`src/rtl/key_scan_multi.sv`:
```
// Multi-channel key conditioner: two-flop synchroniser, tick-sampled N-sample debounce
// and press / release / long-press / auto-repeat pulse generation per channel.
module key_scan_multi #(
    parameter int CLK_FREQ  = 100000000,
    parameter int KEY_NUM   = 4,
    parameter int SAMPLE_MS = 10,
    parameter int DEB_CNT   = 2,
    parameter int LONG_MS   = 1000,
    parameter int REPEAT_MS = 200
) (
    input  logic               clk_i,
    input  logic               rstn_i,
    input  logic [KEY_NUM-1:0] key_i,
    output logic [KEY_NUM-1:0] key_state_o,
    output logic [KEY_NUM-1:0] key_press_o,
    output logic [KEY_NUM-1:0] key_release_o,
    output logic [KEY_NUM-1:0] key_long_o,
    output logic [KEY_NUM-1:0] key_rep_o
);
    localparam int TICK_CYC   = CLK_FREQ / 1000 * SAMPLE_MS;
    localparam int LONG_TICKS = LONG_MS / SAMPLE_MS;
    localparam int REP_TICKS  = REPEAT_MS / SAMPLE_MS;
    localparam int TICK_W     = (TICK_CYC > 1) ? $clog2(TICK_CYC) : 1;
    localparam int DEB_W      = $clog2(DEB_CNT + 1);
    localparam int HOLD_W     = $clog2(LONG_TICKS + 1);
    localparam int REP_W      = (REP_TICKS > 1) ? $clog2(REP_TICKS) : 1;

    localparam logic [TICK_W-1:0] TICK_LAST = TICK_W'(TICK_CYC - 1);
    localparam logic [DEB_W-1:0]  DEB_FULL  = DEB_W'(DEB_CNT);
    localparam logic [HOLD_W-1:0] HOLD_MAX  = HOLD_W'(LONG_TICKS);
    localparam logic [REP_W-1:0]  REP_LAST  = REP_W'((REP_TICKS > 0) ? REP_TICKS - 1 : 0);

    typedef enum logic [1:0] {IDLE, PRESS_CHK, HELD, REL_CHK} state_t;

    logic [TICK_W-1:0]  tick_cnt;
    logic               tick;
    logic [KEY_NUM-1:0] sync_a;
    logic [KEY_NUM-1:0] sync_b;

    assign tick = (tick_cnt == TICK_LAST);

    always_ff @(posedge clk_i) begin
        if (!rstn_i) begin
            tick_cnt <= '0;
        end else if (tick) begin
            tick_cnt <= '0;
        end else begin
            tick_cnt <= tick_cnt + TICK_W'(1);
        end
    end

    // Synchronisers idle at 1 so a reset looks like "all keys released".
    always_ff @(posedge clk_i) begin
        if (!rstn_i) begin
            sync_a <= '1;
            sync_b <= '1;
        end else begin
            sync_a <= key_i;
            sync_b <= sync_a;
        end
    end

    for (genvar k = 0; k < KEY_NUM; k++) begin : g_ch
        state_t            state, state_nx;
        logic [DEB_W-1:0]  deb_cnt, deb_nx, deb_inc;
        logic [HOLD_W-1:0] hold_cnt, hold_nx;
        logic [REP_W-1:0]  rep_cnt, rep_nx;
        logic              long_done, long_done_nx;
        logic              level, level_nx;
        logic              prs, prs_nx, rls, rls_nx, lng, lng_nx, rpt, rpt_nx;
        logic              released;
        logic              s;

        assign s       = sync_b[k];
        assign deb_inc = deb_cnt + DEB_W'(1);

        always_comb begin
            state_nx     = state;
            deb_nx       = deb_cnt;
            hold_nx      = hold_cnt;
            rep_nx       = rep_cnt;
            long_done_nx = long_done;
            level_nx     = level;
            prs_nx       = 1'b0;
            rls_nx       = 1'b0;
            lng_nx       = 1'b0;
            rpt_nx       = 1'b0;
            released     = 1'b0;
            if (tick) begin
                unique case (state)
                    IDLE: begin
                        if (!s) begin
                            if (DEB_CNT == 1) begin
                                state_nx     = HELD;
                                level_nx     = 1'b1;
                                prs_nx       = 1'b1;
                                hold_nx      = '0;
                                long_done_nx = 1'b0;
                                deb_nx       = '0;
                            end else begin
                                state_nx = PRESS_CHK;
                                deb_nx   = DEB_W'(1);
                            end
                        end
                    end
                    PRESS_CHK: begin
                        if (s) begin
                            state_nx = IDLE;
                            deb_nx   = '0;
                        end else if (deb_inc == DEB_FULL) begin
                            state_nx     = HELD;
                            level_nx     = 1'b1;
                            prs_nx       = 1'b1;
                            hold_nx      = '0;
                            long_done_nx = 1'b0;
                            deb_nx       = '0;
                        end else begin
                            deb_nx = deb_inc;
                        end
                    end
                    HELD: begin
                        if (s) begin
                            if (DEB_CNT == 1) begin
                                state_nx = IDLE;
                                level_nx = 1'b0;
                                rls_nx   = 1'b1;
                                released = 1'b1;
                                deb_nx   = '0;
                            end else begin
                                state_nx = REL_CHK;
                                deb_nx   = DEB_W'(1);
                            end
                        end
                    end
                    REL_CHK: begin
                        if (!s) begin
                            state_nx = HELD;
                            deb_nx   = '0;
                        end else if (deb_inc == DEB_FULL) begin
                            state_nx = IDLE;
                            level_nx = 1'b0;
                            rls_nx   = 1'b1;
                            released = 1'b1;
                            deb_nx   = '0;
                        end else begin
                            deb_nx = deb_inc;
                        end
                    end
                endcase

                // A release on this tick suppresses any long or repeat event.
                if ((state == HELD || state == REL_CHK) && !released) begin
                    if (hold_cnt != HOLD_MAX) begin
                        hold_nx = hold_cnt + HOLD_W'(1);
                    end
                    if (!long_done && hold_nx == HOLD_MAX) begin
                        lng_nx       = 1'b1;
                        long_done_nx = 1'b1;
                        rep_nx       = '0;
                    end else if (long_done && REP_TICKS > 0) begin
                        if (rep_cnt == REP_LAST) begin
                            rpt_nx = 1'b1;
                            rep_nx = '0;
                        end else begin
                            rep_nx = rep_cnt + REP_W'(1);
                        end
                    end
                end
            end
        end

        always_ff @(posedge clk_i) begin
            if (!rstn_i) begin
                state     <= IDLE;
                deb_cnt   <= '0;
                hold_cnt  <= '0;
                rep_cnt   <= '0;
                long_done <= 1'b0;
                level     <= 1'b0;
                prs       <= 1'b0;
                rls       <= 1'b0;
                lng       <= 1'b0;
                rpt       <= 1'b0;
            end else begin
                state     <= state_nx;
                deb_cnt   <= deb_nx;
                hold_cnt  <= hold_nx;
                rep_cnt   <= rep_nx;
                long_done <= long_done_nx;
                level     <= level_nx;
                prs       <= prs_nx;
                rls       <= rls_nx;
                lng       <= lng_nx;
                rpt       <= rpt_nx;
            end
        end

        assign key_state_o[k]   = level;
        assign key_press_o[k]   = prs;
        assign key_release_o[k] = rls;
        assign key_long_o[k]    = lng;
        assign key_rep_o[k]     = rpt;
    end
endmodule

```
`config.mk`:
```
export PLATFORM = sky130hd
export DESIGN_NAME = key_scan_multi
export DESIGN_NICKNAME = d
export VERILOG_FILES = /design/src/rtl/key_scan_multi.sv
export SDC_FILE = /design/constraint.sdc
export NUM_CORES = 1
export LEC_CHECK = 0
export CAP_MARGIN = 20
export CELL_PAD_IN_SITES_DETAIL_PLACEMENT = 1
export CELL_PAD_IN_SITES_GLOBAL_PLACEMENT = 2
export CORE_MARGIN = 3
export CORE_UTILIZATION = 40
export DETAILED_ROUTE_END_ITERATION = 6
export PLACE_DENSITY_LB_ADDON = 0.1
export SLEW_MARGIN = 25
export SYNTH_ARGS = -nofsm -noshare
export SYNTH_HDL_FRONTEND = slang
export SYNTH_SLANG_ARGS = --single-unit
```
`constraint.sdc`:
```
create_clock -name clk_i -period 3.4 [get_ports clk_i]
set_input_delay 1.02 -clock clk_i [delete_from_list [all_inputs] [get_ports clk_i]]
set_output_delay 1.02 -clock clk_i [all_outputs]
set_load 0.1 [all_outputs]
```
==> impl_metrics.env <==
export IMPL_fin_tns_setup_ps=0
export IMPL_ir_drop_mv=0.335
export IMPL_synth_top_area_share=0.383
export IMPL_fmax_mhz=360
export IMPL_cp_num_buf_inv=1
export IMPL_clk_pin_slew_ps=50
export IMPL_min_period_over_period=0.816
export IMPL_hpwlAfterDp_mm=11.2
export IMPL_nets=760
export IMPL_vias=5378
export IMPL_place_congestion=0.811
export IMPL_drt_iter0_drc=252
export IMPL_cts_tree="built"
export IMPL_synth_top_cell_by_area="dfxtp_1"
export IMPL_path_cells="ha_1 -> and4_1 -> nand2_1 -> or3_1 -> buf_4 -> nand2_1 -> nor2_1"
export IMPL_p_leak_nw=2.31
export IMPL_die_y_um=129
export IMPL_final_cell_mix="dfxtp_1 (116), nand2_1 (68), nor2_1 (66), a21oi_1 (53), nand3_1 (46)"
export IMPL_drt_pass1_iterations=4
export IMPL_setup_violations=0
export IMPL_fin_skew_ps=8.26
export IMPL_synth_net_count=762
export IMPL_ctsHoldBuffers=0
export IMPL_critPathCaptureType="flop"
export IMPL_grt_usage=0.205
export IMPL_grt_pass1_vias=5571
export IMPL_synth_edff_count=0
export IMPL_fin_crit_ps=2780
export IMPL_min_path_cells=1
export IMPL_wl_per_cell_um=17.3
export IMPL_synthDistinctLibCells=70
export IMPL_ff2ff_path_depth=7
export IMPL_synthTopCellsByArea="dfxtp_1 (38%), a21oi_1 (4.4%), nand2_1 (4.2%)"
export IMPL_antenna_found_initial=0
export IMPL_syn_to_final_growth_pct=12.5
export IMPL_numCtsBuffers=17
export IMPL_maxCapViolations=0
export IMPL_netlist_area_um2=6070
export IMPL_cp_depth=7
export IMPL_crit_type="reg2reg"
export IMPL_ys_ff_latch=116
export IMPL_postSynth_asyncResetShare=0
export IMPL_final_common_cell="dfxtp_1"
export IMPL_status="finished, final reports clean"
export IMPL_drive_gt1_frac=0.102
export IMPL_critical_path_arrival_ps=3050
export IMPL_rows=44
export IMPL_post_dp_cell_area_um2=6270
export IMPL_seq_area_frac_synth=0.383
export IMPL_ant_nets=0
export IMPL_syn_avg_cell_area_um2=8.17
export IMPL_via_per_inst=5.74
export IMPL_post_cts_buffers=0
export IMPL_worst_pin_slew_ps=735
export IMPL_syn_inst=743
export IMPL_cts_buffer_depth=2
export IMPL_p_per_area_nw_per_um2=470
export IMPL_core_area_um2=14700
export IMPL_slew_headroom=0.507
export IMPL_fp_dieW_um=129
export IMPL_cp_max_fo=20
export IMPL_crit_required_ps=3670
export IMPL_ys_warnings_count=0
export IMPL_htree_levels=4
export IMPL_n_antenna_cell=0
export IMPL_io_pins=26
export IMPL_slowest_delay_ps=650
export IMPL_cts_sinks=116
export IMPL_critPathLaunchType="flop"
export IMPL_path_delay_family="simple AND/OR/NAND/NOR gates"
export IMPL_critical_path_slowest_cell="or3_1"
export IMPL_crit_path_frequent_cell="nand2_1"
export IMPL_initial_core_util=0.413
export IMPL_drv_slew=0
export IMPL_hold_path_class="reg2reg"
export IMPL_numPortBuffers=25
export IMPL_finalWirelength_mm=16.2
export IMPL_cts_resized=0
export IMPL_drc=0
export IMPL_rsz0062_at_grt="no"
export IMPL_grt_max_degree=51
export IMPL_dieArea_um2=16700
export IMPL_grt_pass1_wl_mm=27.6
export IMPL_grt_overflow=0
export IMPL_final_hold_violation_count=0
export IMPL_worstSkewPairLatency_ps=410
export IMPL_cts_root_buf="clkbuf_16"
export IMPL_ys_dominant_reg_cell="dfxtp_1"
export IMPL_fin_area_um2=6830
-- metal layers --
metal	global-route usage	part of all wire	routed length [µm]
met1	0.272	0.50	8050
met2	0.332	0.46	7460
met3	0.0400	0.028	456
met4	0.0741	0.015	243
met5	0	0	0
-- final timing paths --
kind | from | endpoint | slack, ps
max | tick_cnt[0] | tick_cnt[8] | 620
min | sync_a[2] | sync_b[2] | 410
max reg2reg | tick_cnt[0] | tick_cnt[8] | 620
min reg2reg | sync_a[2] | sync_b[2] | 410
-- sequential cells by signal, summed over array words and instances (netlist names), 8 cells and up, named ones only --
name           flops
g_ch.deb_cnt       8
g_ch.hold_cnt     28
g_ch.rep_cnt      20
tick_cnt          20
-- synthesized netlist by cell type (11+ instances only) --
library cell    n
a21oi_1        53
and3_1         11
buf_4          20
clkbuf_1       29
dfxtp_1       116
ha_1           13
inv_1          20
nand2_1        68
nand2b_1       18
nand3_1        46
nand3b_1       13
nand4_1        13
nor2_1         66
nor3_1         24
o21ai_0        29
xnor2_1        19
xor2_1         13
-- area by class of cell --
class | instances | area [µm²]
fillers | 1771 | 7870
multi-input cells | 549 | 3360
flip-flops and latches | 116 | 2320
clock buffers | 21 | 470
repair buffers | 35 | 283
well taps | 184 | 230
clock inverters | 10 | 82.6
inverters | 22 | 82.6
-- cell families (layout without fill, tap and decap cells) --
family / after synthesis / after routing / synth area share
buffers and inverters: 78 / 88 / 0.0653
and+or+nand+nor: 338 / 338 / 0.302
muxes: 6 / 6 / 0.0101
AOI/OAI and AO/OA: 160 / 160 / 0.167
adders and majority gates: 13 / 13 / 0.0268
DFF: 116 / 116 / 0.383
xor gates and xnor gates: 32 / 32 / 0.0462
-- through the flow --
step           setup slack, ps  utilization  cells  hold WS (ps)  power, mW
3_5_place_dp               585        0.427    906           403       1.57
4_1_cts                    572        0.465    937           416       3.25
6_report                   624        0.465    937           410       3.21
2_1_floorplan             1090            -    743           386       1.54
3_3_place_gp               657        0.427    906           396       1.57
5_1_grt                    307        0.465    937           431       3.33
-- report_power, final --
part           leakage [nW]  total [mW]  internal, mW  switching, mW
sequential            0.938        1.41          1.38         0.0229
clock                 0.270        1.67          1.05          0.620
combinational          1.10       0.138        0.0381         0.0994
total                  2.31        3.21          2.47          0.742
No activity file was read; power rests on OpenSTA's default activity.
